<file path="src/rtl/sortmax_trace_fifo.sv">
// sortmax_trace_fifo
//   Logs every change of the upstream sortmax FSM output vector together with a
//   free-running cycle timestamp. The log is a first-word-fall-through FIFO.
//   When the FIFO is full and the consumer does not pop, new captures are dropped.
//   Dropped captures are counted in a saturating 8-bit counter.
//
// Ports
//   clk          sole clock, rising edge
//   rst          synchronous active-high reset
//   en           capture/timestamp enable
//   y_in         upstream control vector, bit 0 = y1 ... bit 19 = y20
//   out_valid    head entry available
//   out_ready    consumer accepts head
//   out_data     head entry {timestamp, y_vector}
//   fifo_count   current occupancy
//   full         fifo_count == DEPTH
//   overflow_cnt dropped captures, saturating at 255
module sortmax_trace_fifo #(
   parameter int unsigned DEPTH = 8,
   parameter int unsigned TS_W  = 16
) (
   input  logic                     clk,
   input  logic                     rst,
   input  logic                     en,
   input  logic [19:0]              y_in,
   output logic                     out_valid,
   input  logic                     out_ready,
   output logic [TS_W+19:0]         out_data,
   output logic [$clog2(DEPTH):0]   fifo_count,
   output logic                     full,
   output logic [7:0]               overflow_cnt
);

   localparam int unsigned AW = $clog2(DEPTH);
   localparam int unsigned CW = AW + 1;
   localparam int unsigned EW = TS_W + 20;

   logic [TS_W-1:0] ts_q, ts_d;
   logic [19:0]     prev_y_q, prev_y_d;
   logic [AW-1:0]   wr_ptr_q, wr_ptr_d;
   logic [AW-1:0]   rd_ptr_q, rd_ptr_d;
   logic [CW-1:0]   count_q, count_d;
   logic [7:0]      ovf_q, ovf_d;
   logic [EW-1:0]   mem [DEPTH];

   logic capture, push, pop, drop;

   always_comb begin
      full      = (count_q == CW'(DEPTH));
      out_valid = (count_q != '0);
      capture   = en && (y_in != prev_y_q);
      pop       = out_valid && out_ready;
      // A pop frees the head slot in the same cycle, so a full FIFO can still accept.
      push      = capture && (!full || pop);
      drop      = capture && full && !pop;
   end

   always_comb begin
      ts_d     = ts_q;
      prev_y_d = prev_y_q;
      wr_ptr_d = wr_ptr_q;
      rd_ptr_d = rd_ptr_q;
      count_d  = count_q;
      ovf_d    = ovf_q;

      if (en) begin
         ts_d     = ts_q + TS_W'(1);
         prev_y_d = y_in;
      end
      if (push) wr_ptr_d = wr_ptr_q + AW'(1);
      if (pop)  rd_ptr_d = rd_ptr_q + AW'(1);

      unique case ({push, pop})
         2'b10:   count_d = count_q + CW'(1);
         2'b01:   count_d = count_q - CW'(1);
         default: count_d = count_q;
      endcase

      if (drop && (ovf_q != 8'hFF)) ovf_d = ovf_q + 8'd1;
   end

   always_ff @(posedge clk) begin
      if (rst) begin
         ts_q     <= '0;
         prev_y_q <= '0;
         wr_ptr_q <= '0;
         rd_ptr_q <= '0;
         count_q  <= '0;
         ovf_q    <= '0;
      end else begin
         ts_q     <= ts_d;
         prev_y_q <= prev_y_d;
         wr_ptr_q <= wr_ptr_d;
         rd_ptr_q <= rd_ptr_d;
         count_q  <= count_d;
         ovf_q    <= ovf_d;
      end
   end

   // Storage is not reset; reset gates the write so in-flight captures are discarded.
   always_ff @(posedge clk) begin
      if (push && !rst) mem[wr_ptr_q] <= {ts_q, y_in};
   end

   assign out_data     = mem[rd_ptr_q];
   assign fifo_count   = count_q;
   assign overflow_cnt = ovf_q;

endmodule

</file>
<file path="config.mk">
export PLATFORM = sky130hd
export DESIGN_NAME = sortmax_trace_fifo
export DESIGN_NICKNAME = d
export VERILOG_FILES = /design/src/rtl/sortmax_trace_fifo.sv
export SDC_FILE = /design/constraint.sdc
export NUM_CORES = 1
export LEC_CHECK = 0
export BUFFER_PORTS_ARGS = -buffer_cell sky130_fd_sc_hd__buf_2
export CORE_ASPECT_RATIO = 0.75
export CORE_UTILIZATION = 35
export DETAILED_ROUTE_END_ITERATION = 8
export PLACE_DENSITY_LB_ADDON = 0.3
export SYNTH_ARGS = -nofsm -noshare
export SYNTH_HDL_FRONTEND = slang
export SYNTH_SLANG_ARGS = --single-unit
</file>
<file path="constraint.sdc">
create_clock -name clk -period 4.43 [get_ports clk]
set_input_delay 0.6645 -clock clk [delete_from_list [all_inputs] [get_ports clk]]
set_output_delay 0.6645 -clock clk [all_outputs]
set_load 0.01 [all_outputs]
</file>
After elaboration in Yosys (flattened, before gate mapping)
Memories as Yosys holds them, arrays and structs flattened. A register that Yosys moved wholly into a read port is not among the register bits.
Index checks and enable logic that the tools add are counted.
- bits in writable memories: 288
- memories kept: 1
- bits in registers: 54
- output and inout port bits: 50
- memories (memory ; words ; width ; read ports ; clocked after memory_dff ; write ports ; line ; text):
    mem ; 8 ; 36 ; 1 ; 1 ; 1 ; 44 ; logic [EW-1:0] mem [DEPTH];
- equality and inequality tests: 5
- reduce and logical (&&, ||, !) cells: 13
- $add $sub $neg: 6
- mux-type cells: 5
- operator list (operator ; number):
    $ne 20x20->1 ; 1
    $add 16x1->16 const B ; 1
    $add 8x1->8 const B ; 1
    $ne 8x8->1 const B ; 1
    $pmux 4 s2 ; 1
    $logic_and 1x1->1 ; 7
    $add 3x1->3 const B ; 2
    $mux 3 ; 2
    $add 4x1->4 const B ; 1
    $eq 4x4->1 const B ; 1
    $reduce_bool 4->1 ; 1
    $sub 4x1->4 const B ; 1
    $logic_not 1->1 ; 3
    $eq 2x1->1 const B ; 1
    $eq 2x2->1 const B ; 1
    $mux 1 ; 2
    $reduce_bool 2->1 ; 1
    $logic_or 1x1->1 ; 1

Logic depth before layout (Yosys ltp)
Gate-level depths: netlist of the first run.
- depth after elaboration: 7
- mapped depth: 13
- mapped depth without buffers: 13

Least setup slack after synthesis of the first run
No wires, ideal clock.
- path kind: input-to-reg
- start: input y_in[5]
- end: register count_q[3], in the netlist fifo_count[3]
- path buffers: 0
- library setup time: 0.121 ns
- required time: 4.309 ns
- slack: 1.484 ns
- data arrival time: 2.824 ns
- cell stages on the path: 13
- cell sequence: xor2_1 > nor4_1 > nand3_1 > o21ai_2 > nand2_2 > inv_2 > ha_1 > a21o_1 > a21oi_1 > nor2b_1 > o211ai_1 > a21boi_2 > mux2_4
- longest elaborated chain between the ends: 5
- elaborated cells between the ends (all ways): 7
- those cells by class: 3 x eq/ne; 1 x mux; 3 x reduce/logical
- ends and longest elaborated chain (item ; line ; text):
    start, declared ; 25 ; input logic [19:0] y_in,
    $ne 20x20->1 (*) ; 51 ; capture = en && (y_in != prev_y_q);
    $logic_and 1x1->1 (*) ; 51 ;
    $logic_and 1x1->1 (*) ; 54 ; push = capture && (!full || pop);
    $eq 2x1->1 / $eq 2x2->1 (equally long branches) ; 73 ; unique case ({push, pop})
    $pmux 4 s2 / $reduce_bool 2->1 (equally long branches) ; - ;
    end signal, assigned ; 95 ; count_q <= count_d;
    end, declared ; 42 ; logic [CW-1:0] count_q, count_d;
Every way passes the cells marked *; elsewhere a longest branch is shown, timed or not.
A chain may end at the register's enable or synchronous reset.

==> impl_metrics.env, run 1 <==
export IMPL_cts_hold_fix_buffers=0
export IMPL_cts_setup_buffers=0
export IMPL_register_area_um2=9800
export IMPL_setup_viol=0
export IMPL_cts_root_buf="clkbuf_16"
export IMPL_ant_nets=0
export IMPL_vias=6673
export IMPL_clockBufferDepth=3
export IMPL_drv_cap=0
export IMPL_synth_edf_count=288
export IMPL_dp_hpwl_um=16600
export IMPL_netSwitchingFraction_pct=24.3
export IMPL_synthArstFlopShare_pct=0
export IMPL_initial_core_util_pct=36.0
export IMPL_hp_class="input pin to flip-flop"
export IMPL_p_total_mw=7.98
export IMPL_nFillCells=3283
export IMPL_power_switching_mw=1.94
export IMPL_p_leak_nw=5.27
export IMPL_cts_htree_levels=2
export IMPL_wl_per_cell_um=20.9
export IMPL_ios=74
export IMPL_fp_dieW_um=229
export IMPL_ys_seq_area_share_pct=72.6
export IMPL_syn_area_per_cell_um2=19.0
export IMPL_yosysUniqueCellTypes=46
export IMPL_drc=0
export IMPL_die_h_um=172
export IMPL_ir_drop_mv=0.222
export IMPL_placed_area_um2=14500
export IMPL_required_ns=3.77
export IMPL_r2r_start="prev_y_q[9]$_SDFFE_PP0P_"
export IMPL_synth_seq_cells=345
export IMPL_worst_path_max_fanout=19
export IMPL_r2r_end="fifo_count[3]$_SDFFE_PP0P_"
export IMPL_reg2reg_slack_ns=1.24
export IMPL_synth_fp_nets=742
export IMPL_syn_to_final_growth_pct=16.4
export IMPL_status="finished clean"
export IMPL_placed_cells=1275
export IMPL_cts_clk_slew_worst_paths_ns=0.06
export IMPL_worstPathArrival_ns=2.54
export IMPL_grt_pass1_wl_um=43100
export IMPL_instances_no_fill=1339
export IMPL_drtIter0Drc=457
export IMPL_rsz0062_at_grt="no"
export IMPL_syn_cell_area_um2=13500
export IMPL_intPower_mw=6.04
export IMPL_cts_tree="done"
export IMPL_final_cell_area_um2=15700
export IMPL_coreArea_um2=37500
export IMPL_synth_top_area_share_pct=64.1
export IMPL_hold_viol=0
export IMPL_pre_cts_slack_ns=0.720
export IMPL_synth_main_ff_cell="edfxtp_1"
export IMPL_numClockSinks=345
export IMPL_ctsResizeCount=0
export IMPL_grt_max_degree=57
export IMPL_fmax_mhz=312
export IMPL_synthTopCellsByArea="edfxtp_1 (64%), mux4_2 (12%), dfxtp_1 (8.5%), mux2_2 (3.1%), xor2_1 (2.1%)"
export IMPL_firstDrtPassIters=4
export IMPL_rows=61
export IMPL_fin_crit_ns=3.20
export IMPL_overflow=0
export IMPL_insertion_delay_ns=0.53
export IMPL_grt_pass1_vias=6698
export IMPL_slew_viol_final=0
export IMPL_drive_above_1_share_pct=32.8
export IMPL_worstSetupPathType="flip-flop to primary output"
export IMPL_antenna_found_initial=0
export IMPL_synth_top_area_cell="edfxtp_1"
export IMPL_dieArea_um2=39300
export IMPL_layout_nets=839
export IMPL_pwr_density_cell_nw_per_um2=509
export IMPL_yosysWarningCount=0
export IMPL_syn_inst=711
export IMPL_cts_made_buffers=35
export IMPL_critPathCaptureType="primary output"
export IMPL_max_slew_worst_pin_slew_ns=0.934
export IMPL_tns_ns=0
export IMPL_timing_hold_ws_ns=0.448
export IMPL_track_usage_pct=14.6
export IMPL_seq_power_share_pct=46.9
export IMPL_post_drt_via_cell_ratio=4.98
export IMPL_p_clk_share_pct=37.3
export IMPL_post_route_util_pct=41.9
export IMPL_final_period_utilization_pct=72.3
export IMPL_multi_input_area_um2=3540
export IMPL_routabilityCongestion=0.726
export IMPL_diodes=0
export IMPL_startpoint_type="flip-flop"
export IMPL_r2r_cells=13
export IMPL_layout_setup_ws_ns=1.23
export IMPL_crit_end="out_data[12]"
export IMPL_drt_total_wl_um=28000
export IMPL_portBuffers=73
export IMPL_p_comb_share_pct=15.8
export IMPL_relSlewSlack_pct=37.7
export IMPL_skew_ns=0.0204
==> how the worst min path moves through the flow <==
stage,depth (start not counted),end,start,slack (ns)
after detailed placement,2,flip-flop,rd_ptr_q[1]$_SDFFE_PP0N_,0.48
after floorplan,2,flip-flop,rd_ptr_q[1]$_SDFFE_PP0N_,0.45
final,1,mem[4][10]$_DFFE_PP_,y_in[10],0.45
after global routing,1,mem[2][2]$_DFFE_PP_,y_in[2],0.45
after CTS,1,mem[2][10]$_DFFE_PP_,y_in[10],0.43
after global placement,2,flip-flop,rd_ptr_q[1]$_SDFFE_PP0N_,0.47
==> layout make-up <==
| type | count | area share (%) |
|---|---|---|
| Sequential cell | 345 | 62.4 |
| Inverter | 7 | 0.167 |
| Timing Repair Buffer | 92 | 3.40 |
| Clock buffer | 45 | 6.08 |
| Multi-Input combinational cell | 327 | 22.6 |
| Clock inverter | 19 | 1.34 |
| Tap cell | 504 | 4.02 |
==> state kept, by name, summed over array words and instances (netlist names), named ones only <==
register      cells
mem             288
prev_y_q         20
ts_q             16
overflow_cnt      8
fifo_count        4
rd_ptr_q          3
wr_ptr_q          3
==> cell families after synthesis <==
kind of cell	share of synthesized area, %
and+or+nand+nor	4.50
buffers and inverters	1.21
AOI/OAI and AO/OA	1.35
xor gates and xnor gates	2.34
DFF	72.6
muxes	17.3
adders and majority gates	0.705
==> cell usage in the layout, fill, tap and decap left out, types with 4 or more instances in the layout <==
cell	synthesis	routed
edfxtp_1	288	288
buf_2	10	73
mux4_2	72	72
dfxtp_1	57	54
nor2_1	52	52
mux2_2	37	37
clkbuf_16	0	36
xor2_1	33	33
mux2i_1	23	23
buf_4	1	17
nand2_1	14	14
a21oi_1	11	11
nand3_1	8	8
clkbuf_1	18	7
clkinv_1	0	7
inv_1	6	6
nor4_1	6	6
o21ai_0	6	6
or3_1	6	6
ha_1	6	6
nor2b_1	5	5
and3_2	0	4
nand4_1	4	4
bufinv_16	0	4
==> worst max-delay path: stages (launching register included) <==
cell	delay (ns)
dfxtp_4	0.61
buf_4	0.41
mux4_2	0.57
mux2_2	0.29
buf_2	0.14
==> power groups by stage <==
stage	clock, mW	sequential (mW)	combinational (mW)
finish	2.98	3.74	1.26
global route	3.18	3.77	1.37
CTS	3.05	3.75	1.30
detailed placement	0	3.82	1.29
global placement	0	3.81	1.29
floorplan	0	3.73	0.943
==> per-layer routing <==
metal / GRT usage [%] / wire (µm)
met2: 21.8 / 12400
met5: 0 / 0
met3: 3.36 / 1590
met4: 3.24 / 327
met1: 21.8 / 13700
==> cell usage after synthesis (all sizes together) (6+ instances only) <==
library cell	n
or3	6
nor2	52
inv	7
o21ai	7
buf	14
mux4	72
mux2	41
ha	6
mux2i	24
clkbuf	18
nand3	8
nor4	6
xor2	33
a21oi	11
and3	6
nand2	15
dfxtp	57
edfxtp	288
Note: power is estimated with default switching activity, not from simulation.
==> inputs of run 2 (changes only) <==
- clock period: 4.43 -> 3.1 ns (I/O delays scaled with it)
==> run 2 against run 1 <==
Clock power increased by 46%. Critical endpoint is now fifo_count[3]$_SDFFE_PP0P_. Critical path depth increased by 11. Largest power group unchanged. Via count increased by 1.6%. Die area unchanged. Clock-buffer cell count increased by 6. Critical path type is now flip-flop to flip-flop. Highest routed layer unchanged. Register-to-register slack got worse by 1.1 ns. Combinational power increased by 56%. Sequential share of layout area decreased by 1.7 points. Wire length increased by 2.1%. Clock skew decreased by 0.0038 ns. First-iteration DRC count increased by 8.1%.
==> impl_metrics.env, run 2 (synthesis results as in run 1) <==
export IMPL_status="finished clean"
export IMPL_relSlewSlack_pct=53.6
export IMPL_drv_cap=0
export IMPL_holdPathStages=1
export IMPL_cts_clk_slew_worst_paths_ns=0.06
export IMPL_reg_top3="mem x288, prev_y_q x20, ts_q x16"
export IMPL_hold_viol=0
export IMPL_insertion_delay_ns=0.52
export IMPL_drt_total_wl_um=28600
export IMPL_track_usage_pct=14.9
export IMPL_coreArea_um2=37500
export IMPL_reg2reg_slack_ns=0.14
export IMPL_cts_setup_buffers=0
export IMPL_mostFrequentLayoutCells="edfxtp_1 (288), buf_2 (73), mux4_2 (72)"
export IMPL_clockBufferDepth=3
export IMPL_ios=74
export IMPL_drtIter0Drc=494
export IMPL_rows=61
export IMPL_ir_drop_mv=0.350
export IMPL_drive_above_1_share_pct=35.6
export IMPL_worstSetupPathType="flip-flop to flip-flop"
export IMPL_numClockSinks=345
export IMPL_dp_hpwl_um=16800
export IMPL_hp_class="input pin to flip-flop"
export IMPL_rsz0062_at_grt="no"
export IMPL_r2r_cells=15
export IMPL_ant_nets=0
export IMPL_final_period_utilization_pct=95.5
export IMPL_p_leak_nw=5.48
export IMPL_cts_tree="done"
export IMPL_worstPathArrival_ns=3.37
export IMPL_p_total_mw=11.6
export IMPL_cts_root_buf="clkbuf_16"
export IMPL_grt_pass1_vias=6923
export IMPL_holdPathEnd="mem[6][15]$_DFFE_PP_"
export IMPL_final_cell_area_um2=16100
export IMPL_post_route_util_pct=43.1
export IMPL_r2r_start="prev_y_q[18]$_SDFFE_PP0P_"
export IMPL_critPathCaptureType="flip-flop"
export IMPL_fmax_mhz=338
export IMPL_cts_htree_levels=2
export IMPL_nFillCells=3269
export IMPL_required_ns=3.51
export IMPL_pwr_density_cell_nw_per_um2=718
export IMPL_worst_path_max_fanout=2
export IMPL_antenna_found_initial=1
export IMPL_largest_reg_flops=288
export IMPL_diodes=0
export IMPL_fp_dieW_um=229
export IMPL_portBuffers=73
export IMPL_startpoint_type="flip-flop"
export IMPL_initial_core_util_pct=36.0
export IMPL_grt_pass1_wl_um=43400
export IMPL_setup_viol=0
export IMPL_tns_ns=0
export IMPL_cts_made_buffers=36
export IMPL_ctsResizeCount=0
export IMPL_wl_per_cell_um=20.8
export IMPL_syn_to_final_growth_pct=19.7
export IMPL_regMostFlops="mem"
export IMPL_firstDrtPassIters=5
export IMPL_hp_start="y_in[15]"
export IMPL_r2r_end="fifo_count[3]$_SDFFE_PP0P_"
export IMPL_cts_hold_fix_buffers=0
export IMPL_timing_hold_ws_ns=0.191
export IMPL_skew_ns=0.0167
export IMPL_dieArea_um2=39300
export IMPL_grt_max_degree=52
export IMPL_slew_viol_final=0
export IMPL_die_h_um=172
export IMPL_overflow=0
export IMPL_placed_area_um2=14900
export IMPL_fin_crit_ns=2.96
export IMPL_mostFrequentLayoutCell="edfxtp_1"
export IMPL_vias=6780
export IMPL_drc=0
export IMPL_layout_nets=871
export IMPL_routabilityCongestion=0.700
export IMPL_post_drt_via_cell_ratio=4.94
export IMPL_max_slew_worst_pin_slew_ns=0.696
[run 2: changes by cell type in the layout (fill, tap and decap cells not counted)]
cell       change
buf_12        +14
buf_4         +17
clkbuf_1       +3
clkbuf_16      +1
clkbuf_8       +2
clkinv_1       -5
clkinv_2       +2
clkinv_4       -1
clkinv_8       -1
inv_6          +1
[run 2: worst max path at each step]
stage | start | cells after the start | to | slack [ns]
global placement | y_in[18] | 16 | fifo_count[3]$_SDFFE_PP0P_ | -0.16
CTS | prev_y_q[18]$_SDFFE_PP0P_ | 15 | fifo_count[3]$_SDFFE_PP0P_ | 0.12
finish | prev_y_q[18]$_SDFFE_PP0P_ | 15 | fifo_count[3]$_SDFFE_PP0P_ | 0.14
global route | prev_y_q[18]$_SDFFE_PP0P_ | 15 | fifo_count[3]$_SDFFE_PP0P_ | 0.01
floorplan | y_in[5] | 13 | fifo_count[3]$_SDFFE_PP0P_ | 0.35
detailed placement | y_in[18] | 16 | fifo_count[3]$_SDFFE_PP0P_ | -0.19
[run 2: cell type report]
cell class | count | area [µm²] | area share [%]
flip-flops and latches | 345 | 9800 | 60.7
multi-input cells | 327 | 3540 | 21.9
clock buffers | 51 | 1020 | 6.31
repair buffers | 123 | 941 | 5.83
well taps | 504 | 631 | 3.91
clock inverters | 15 | 185 | 1.15
inverters | 7 | 26.3 | 0.163
[run 2: power by group]
group / internal [mW] / total (mW) / switching (mW)
sequential: 5.15 / 5.27 / 0.110
combinational: 1.02 / 1.97 / 0.943
clock: 2.64 / 4.36 / 1.72
total: 8.81 / 11.6 / 2.78
[run 2: worst max-delay path, stage by stage (launching register included)]
cell and delay (ns):
dfxtp_1 0.32, xor2_1 0.18, nor4_1 0.36, buf_4 0.19, nand3_1 0.08, buf_4 0.17
o21ai_2 0.16, nand2_2 0.08, inv_2 0.08, ha_1 0.22, a21o_1 0.18, a21oi_1 0.18
nor2b_1 0.08, o211ai_1 0.08, a21boi_2 0.19, mux2_4 0.30
[run 2: stage by stage]
stage | setup WS (ns) | instances
2_1_floorplan | 0.354 | 711
3_3_place_gp | -0.159 | 1306
3_5_place_dp | -0.187 | 1306
4_1_cts | 0.123 | 1372
5_1_grt | 0.0104 | 1372
6_report | 0.139 | 1372
[run 2: layer usage]
metal	GRT usage (%)	vias up	share of wire, %
li1	-	3079	-
met1	21.5	3498	48
met2	23.2	159	46
met3	2.69	44	4.6
met5	0	-	0
met4	3.85	0	1.7
